===== config.mk =====
export PLATFORM = sky130hd
export DESIGN_NAME = root_result_bcd
export DESIGN_NICKNAME = d
export VERILOG_FILES = /design/src/rtl/root_result_bcd.sv
export SDC_FILE = /design/constraint.sdc
export NUM_CORES = 1
export LEC_CHECK = 0
export CAP_MARGIN = 10
export CORE_MARGIN = 5
export CORE_UTILIZATION = 35
export CTS_CLUSTER_SIZE = 25
export DETAILED_ROUTE_END_ITERATION = 10
export GPL_ROUTABILITY_DRIVEN = 1
export MAX_ROUTING_LAYER = met4
export SLEW_MARGIN = 10
export SYNTH_ARGS = -nofsm -noshare
export SYNTH_HDL_FRONTEND = slang
export SYNTH_SLANG_ARGS = --single-unit

===== constraint.sdc =====
create_clock -name clk -period 2.13 [get_ports clk]
set_input_delay 0.426 -clock clk [delete_from_list [all_inputs] [get_ports clk]]
set_output_delay 0.426 -clock clk [all_outputs]
set_load 0.01 [all_outputs]

===== src/rtl/root_result_bcd.sv =====
// Converts one Q10.10 root result into packed BCD: 4 integer digits via double-dabble,
// FRAC_DIGITS truncated fraction digits via repeated multiply-by-10. One conversion in flight.
module root_result_bcd #(
    parameter int FRAC_DIGITS = 3
) (
    input  logic                       clk,
    input  logic                       rst_n,
    input  logic                       in_valid,
    input  logic [19:0]                in_data,
    output logic                       busy,
    output logic                       drop_err,
    output logic                       out_valid,
    output logic [15:0]                out_int_bcd,
    output logic [4*FRAC_DIGITS-1:0]   out_frac_bcd
);

    typedef enum logic [1:0] {
        ST_IDLE = 2'd0,
        ST_INT  = 2'd1,
        ST_FRAC = 2'd2,
        ST_DONE = 2'd3
    } state_t;

    localparam logic [3:0] LAST_FRAC = 4'(FRAC_DIGITS - 1);

    // Double-dabble correction: every nibble >= 5 gets +3 before the shift.
    function automatic logic [15:0] bcd_adjust(input logic [15:0] b);
        logic [15:0] r;
        r = b;
        for (int i = 0; i < 4; i++) begin
            if (b[4*i +: 4] >= 4'd5) begin
                r[4*i +: 4] = b[4*i +: 4] + 4'd3;
            end else begin
                r[4*i +: 4] = b[4*i +: 4];
            end
        end
        return r;
    endfunction

    state_t                     state_q, state_d;
    logic [3:0]                 cnt_q, cnt_d;
    logic [9:0]                 shreg_q, shreg_d;
    logic [15:0]                bcd_q, bcd_d;
    logic [9:0]                 acc_q, acc_d;
    logic [15:0]                frac_q, frac_d;
    logic                       drop_err_q, drop_err_d;
    logic                       out_valid_q, out_valid_d;
    logic [15:0]                out_int_q, out_int_d;
    logic [4*FRAC_DIGITS-1:0]   out_frac_q, out_frac_d;
    logic [13:0]                prod_s;
    logic [15:0]                adj_s;

    // Next-state and datapath for the conversion sequencer.
    always_comb begin
        state_d     = state_q;
        cnt_d       = cnt_q;
        shreg_d     = shreg_q;
        bcd_d       = bcd_q;
        acc_d       = acc_q;
        frac_d      = frac_q;
        out_valid_d = 1'b0;
        out_int_d   = 16'd0;
        out_frac_d  = '0;
        drop_err_d  = in_valid && (state_q != ST_IDLE);
        prod_s      = 14'd0;
        adj_s       = 16'd0;
        case (state_q)
            ST_IDLE: begin
                if (in_valid) begin
                    shreg_d = in_data[19:10];
                    acc_d   = in_data[9:0];
                    bcd_d   = 16'd0;
                    frac_d  = 16'd0;
                    cnt_d   = 4'd0;
                    state_d = ST_INT;
                end else begin
                    state_d = ST_IDLE;
                end
            end
            ST_INT: begin
                adj_s            = bcd_adjust(bcd_q);
                {bcd_d, shreg_d} = {adj_s[14:0], shreg_q, 1'b0};
                if (cnt_q == 4'd9) begin
                    cnt_d   = 4'd0;
                    state_d = ST_FRAC;
                end else begin
                    cnt_d = cnt_q + 4'd1;
                end
            end
            ST_FRAC: begin
                // Integer part of acc*10/1024 is the next decimal digit; the remainder carries on.
                prod_s = {4'd0, acc_q} * 14'd10;
                frac_d = {frac_q[11:0], prod_s[13:10]};
                acc_d  = prod_s[9:0];
                if (cnt_q == LAST_FRAC) begin
                    cnt_d   = 4'd0;
                    state_d = ST_DONE;
                end else begin
                    cnt_d = cnt_q + 4'd1;
                end
            end
            ST_DONE: begin
                // DONE lasts two cycles: load the outputs, then hold busy through the strobe cycle.
                if (out_valid_q) begin
                    state_d = ST_IDLE;
                end else begin
                    out_valid_d = 1'b1;
                    out_int_d   = bcd_q;
                    out_frac_d  = frac_q[4*FRAC_DIGITS-1:0];
                end
            end
            default: begin
                state_d = ST_IDLE;
            end
        endcase
    end

    // State and output registers with synchronous active-low reset.
    always_ff @(posedge clk) begin
        if (!rst_n) begin
            state_q     <= ST_IDLE;
            cnt_q       <= 4'd0;
            shreg_q     <= 10'd0;
            bcd_q       <= 16'd0;
            acc_q       <= 10'd0;
            frac_q      <= 16'd0;
            drop_err_q  <= 1'b0;
            out_valid_q <= 1'b0;
            out_int_q   <= 16'd0;
            out_frac_q  <= '0;
        end else begin
            state_q     <= state_d;
            cnt_q       <= cnt_d;
            shreg_q     <= shreg_d;
            bcd_q       <= bcd_d;
            acc_q       <= acc_d;
            frac_q      <= frac_d;
            drop_err_q  <= drop_err_d;
            out_valid_q <= out_valid_d;
            out_int_q   <= out_int_d;
            out_frac_q  <= out_frac_d;
        end
    end

    assign busy         = (state_q != ST_IDLE);
    assign drop_err     = drop_err_q;
    assign out_valid    = out_valid_q;
    assign out_int_bcd  = out_int_q;
    assign out_frac_bcd = out_frac_q;

endmodule

Word-level counts from Yosys, hierarchy flattened:

Cells that the tools add are included.

* register bits after elaboration: 84
* latch bits: 0
* RAM bits: 0
* bits in read-only memories: 0
* output and inout port bits: 31
* memories kept: 0

* add/sub/neg operators: 5
* multipliers: 1
* div/mod/pow operators: 0
* magnitude comparators: 4
* eq/ne operators: 9
* shifts and indexed selects: 0
* muxes and demuxes: 21
* bitwise logic cells: 2
* reductions and logical operators: 12

Operators by type and width (count)
* $pmux 10 s2: 2
* $pmux 16 s2: 1
* $mux 4: 6
* $pmux 12 s2: 1
* $mux 10: 2
* $ge 4x3->1 const B: 4
* $mux 16: 1
* $mul 10x3->13 const B: 1
* $add 4x2->4 const B: 3
* $pmux 4 s3: 1
* $ne 2x2->1 const B: 4
* $pmux 2 s4: 1
* $reduce_and 2->1: 4
* $mux 2: 3
* $reduce_bool 2->1: 3
* $add 4x1->4 const B: 1
* $eq 2x2->1 const B: 2
* $eq 4x2->1 const B: 1
* $eq 4x4->1 const B: 1
* $add 3x2->3 const B: 1
* $mux 3: 1
* $reduce_and 3->1: 1
* $reduce_bool 3->1: 1
* $reduce_or 3->1: 1
* 5 further kinds: 7

Longest topological paths before layout:

* depth after elaboration: 3
* gate-level depth with buffers: 8
* depth with buffers taken out: 8

Worst setup path after synthesis:

OpenSTA, ideal clock, no wires.

* path type: register -> register
* start point: register acc_q[1]
* end point: register frac_q[0]
* arrival: 1.928 ns
* required time: 1.995 ns
* setup slack: 0.067 ns
* cell stages (with the launch flop): 9
* path buffers: 0
* clock period less this slack: 2.063 ns
* path through: dfxtp_1 -> ha_1 -> ha_1 -> fa_1 -> a21o_1 -> a21oi_1 -> o21ai_0 -> nand4_1 -> o221ai_1

* cells in the longest elaborated chain, start to end: 2

RTL lines
* start: declaration: line 44 `logic [9:0] acc_q, acc_d;`
* start signal: assignment: line 125 `acc_q <= 10'd0;`
* start signal: assignment: line 136 `acc_q <= acc_d;`
* $mul 10x3->13: line 92 `prod_s = {4'd0, acc_q} * 14'd10;`
* $pmux 12 s2: line 67 `case (state_q)`
* end signal: assignment: line 137 `frac_q <= frac_d;`
* end: declaration: line 45 `logic [15:0] frac_q, frac_d;`

No other way between the ends.
A chain may end at the register's enable or synchronous reset.

Final worst setup path:

* start point: register acc_q[1]
* end point: register acc_q[8]

* cells in the longest elaborated chain, start to end: 2

RTL lines (line)
* $mul 10x3->13: 92
* $pmux 10 s2: 67

No other way between the ends.

==> results_dict.tcl <==
set metrics [dict create \
    fin_nets 524 \
    synthesis.area_um2 3800 \
    p_leak_nw 1.88 \
    yosysSeqAreaShare 0.442 \
    dp_hpwl_um 5760 \
    instances_no_fill 617 \
    worst_pin_slew_ps 417 \
    core_area_um2 10700 \
    synthToLayoutAreaGrowth_pct 26.1 \
    cts-root-buf "clkbuf_8" \
    synth_top_area_frac 0.442 \
    p_total_mw 4.86 \
    cts_buffer_depth 2 \
    status "completed" \
    finalWeightedCongestion 0.817 \
    synth_edf_count 0 \
    synth_flop_cell "dfxtp_1" \
    comb_power_share 0.405 \
    ctsHoldBuffers 0 \
    antenna_found_initial 0 \
    critPathCaptureType "flop" \
    wl_um 8290 \
    synth_cells 413 \
    finClkSkew_ps 11.9 \
    nFillCells 1066 \
    grt_pass1_wl_um 13800 \
    cap_violations 0 \
    htree_levels 3 \
    finalCritPeriodShare 0.943 \
    yosys.area_share.simple 0.184 \
    slew_viol_final 0 \
    post-route-util 0.446 \
    swShare 0.390 \
    relSlewSlack 0.718 \
    synth_area_leaders "dfxtp_1 44%, ha_1 9.2%, and3_1 5.1%, a21oi_1 4.3%, mux2i_1 4.2%" \
    drt-wirelength-per-cell_um 13.4 \
    min_period_ps 2010 \
    cp-start-kind "flop" \
    cts_made_buffers 9 \
    fp.dieW_um 114 \
    postRouteAntennaNets 0 \
    setup_viol 0 \
    clock_latency_ps 360 \
    syn-num-nets 465 \
    synth_top_family_by_area "simple AND/OR/NAND/NOR gates" \
    ios 54 \
    yosysWarnings 0 \
    setup_tns_ps 0 \
    synth_compound_area_frac 0.154 \
    dieArea_um2 13100 \
    path_class "reg2reg" \
    cp.arrival_ps 2320 \
    drt_iter0_drc 89 \
    viasPerCell 5.00 \
    setup_ws_ps 121 \
    io_buffers 53 \
    max_freq_mhz 498 \
    start_util 0.354 \
    die_h_um 114 \
    async_flop_share 0 \
    synthMostInstantiatedCell "dfxtp_1" \
    overflow 0 \
    dr.pass1.iters 4 \
    grt_pass1_vias 3067 \
    yosysTopAreaCell "dfxtp_1" \
    cts_setup_buffers 0 \
    post-place-ws_ps -74.0 \
    synth_xor_xnor_area_share 0.0299 \
    ys_seq_elements 84 \
    synth_fa_ha_area_frac 0.0974 \
    clkSinkCount 84 \
    synth.distinct_cells 49 \
    grt_usage 0.132 \
    vias 3084 \
    p_switching_mw 1.90 \
    n_antenna_cell 0 \
    grt_start_max_net_pins 27 \
    crit_required_ps 2440 \
    rsz0062_at_grt "true" \
    synth_common_cells "84 x dfxtp_1, 33 x a21oi_1, 31 x and3_1, 31 x nor2_1, 28 x ha_1" \
    critPathMaxFanout 3 \
    drc 0 \
    p_per_area_nw_per_um2 1010 \
    muxShareOfSynthArea 0.0510 \
    num_rows 38 \
    path_clk_slew_ps 90 \
    avgSynthCellArea_um2 9.21 \
    dp_cells 601 \
    ir_drop_mv 0.378 \
    min_path_type "reg2reg" \
    p_int_mw 2.96 \
    drive_gt1_frac 0.115 \
    hold_viol_final 0 \
    cts_tree "done" \
    p_seq_frac 0.382 \
    power_frac_clock 0.213 \
]
layout make-up:
type	instances	area, µm²	share of cell area
clock buffers	10	128	0.0266
flip-flops and latches	84	1680	0.351
repair buffers	72	672	0.140
clock inverters	6	48.8	0.0102
inverters	16	60.1	0.0125
well taps	140	175	0.0365
multi-input cells	289	2030	0.423
cells by family after synthesis:
family                     after synthesis
buffers and inverters                   40
DFF                                     84
muxes                                   19
and+or+nand+nor                        136
xor gates and xnor gates                13
AOI/OAI and AO/OA                       92
adders and majority gates               29
critical path: stages (launching register included):
cell	delay, ps
dfxtp_1	320
ha_1	300
ha_2	200
fa_2	340
a21o_1	200
a21oi_2	180
buf_4	140
xnor2_1	100
nand2_1	80
a21oi_2	120
power groups by stage:
stage	clock, mW	sequential (mW)	combinational (mW)
floorplan	0	1.86	1.31
global placement	0	1.87	1.83
detailed placement	0	1.88	1.84
CTS	1.06	1.84	1.86
global route	1.12	1.87	2.20
finish	1.03	1.86	1.97
worst paths after layout:
kind,from,endpoint,slack [ps],cells past startpoint
max,acc_q[1]$_SDFFE_PN0P_,acc_q[8]$_SDFFE_PN0P_,120,9
min,frac_q[11]$_SDFFE_PN0P_,frac_q[11]$_SDFFE_PN0P_,450,2
max reg2reg,acc_q[1]$_SDFFE_PN0P_,acc_q[8]$_SDFFE_PN0P_,120,9
min reg2reg,frac_q[11]$_SDFFE_PN0P_,frac_q[11]$_SDFFE_PN0P_,450,2
layout by cell type (no fill, tap or decap), types with 16 or more instances in the layout:
| cell type | count |
|---|---|
| mux2i_1 | 16 |
| and3_1 | 31 |
| a21oi_1 | 30 |
| nor2_1 | 31 |
| nand3_1 | 19 |
| dfxtp_1 | 83 |
| buf_4 | 19 |
| nand2_1 | 23 |
| clkdlybuf4s50_1 | 52 |
| ha_1 | 22 |
flip-flops by register name, summed over array words and instances (netlist names):
name and cells:
acc_q 10, bcd_q 16, cnt_q 4, drop_err 1, frac_q 12, out_frac_bcd 12, out_int_bcd 16, out_valid 1
shreg_q 10, state_q 2
timing repair:
item                       4_1_cts  5_1_grt
setup endpoints to repair        3        5
resized for setup                4       10
pin swaps                        0        4
metal layers:
layer  vias to the layer above  global-route usage  share of wire
met5                         -                   -              0
met4                         0              0.0483          0.013
met3                         8              0.0275          0.037
met2                        59               0.206           0.45
met1                      1428               0.169           0.50
li1                       1589                   -              -
metrics by stage:
stage / hold slack [ps] / instance area [µm²]
after floorplan: 427 / 3800
after detailed placement: 442 / 4550
after CTS: 455 / 4730
final: 453 / 4800
after global placement: 437 / 4550
after global routing: 485 / 4800
No activity file was read; power rests on OpenSTA's default activity.
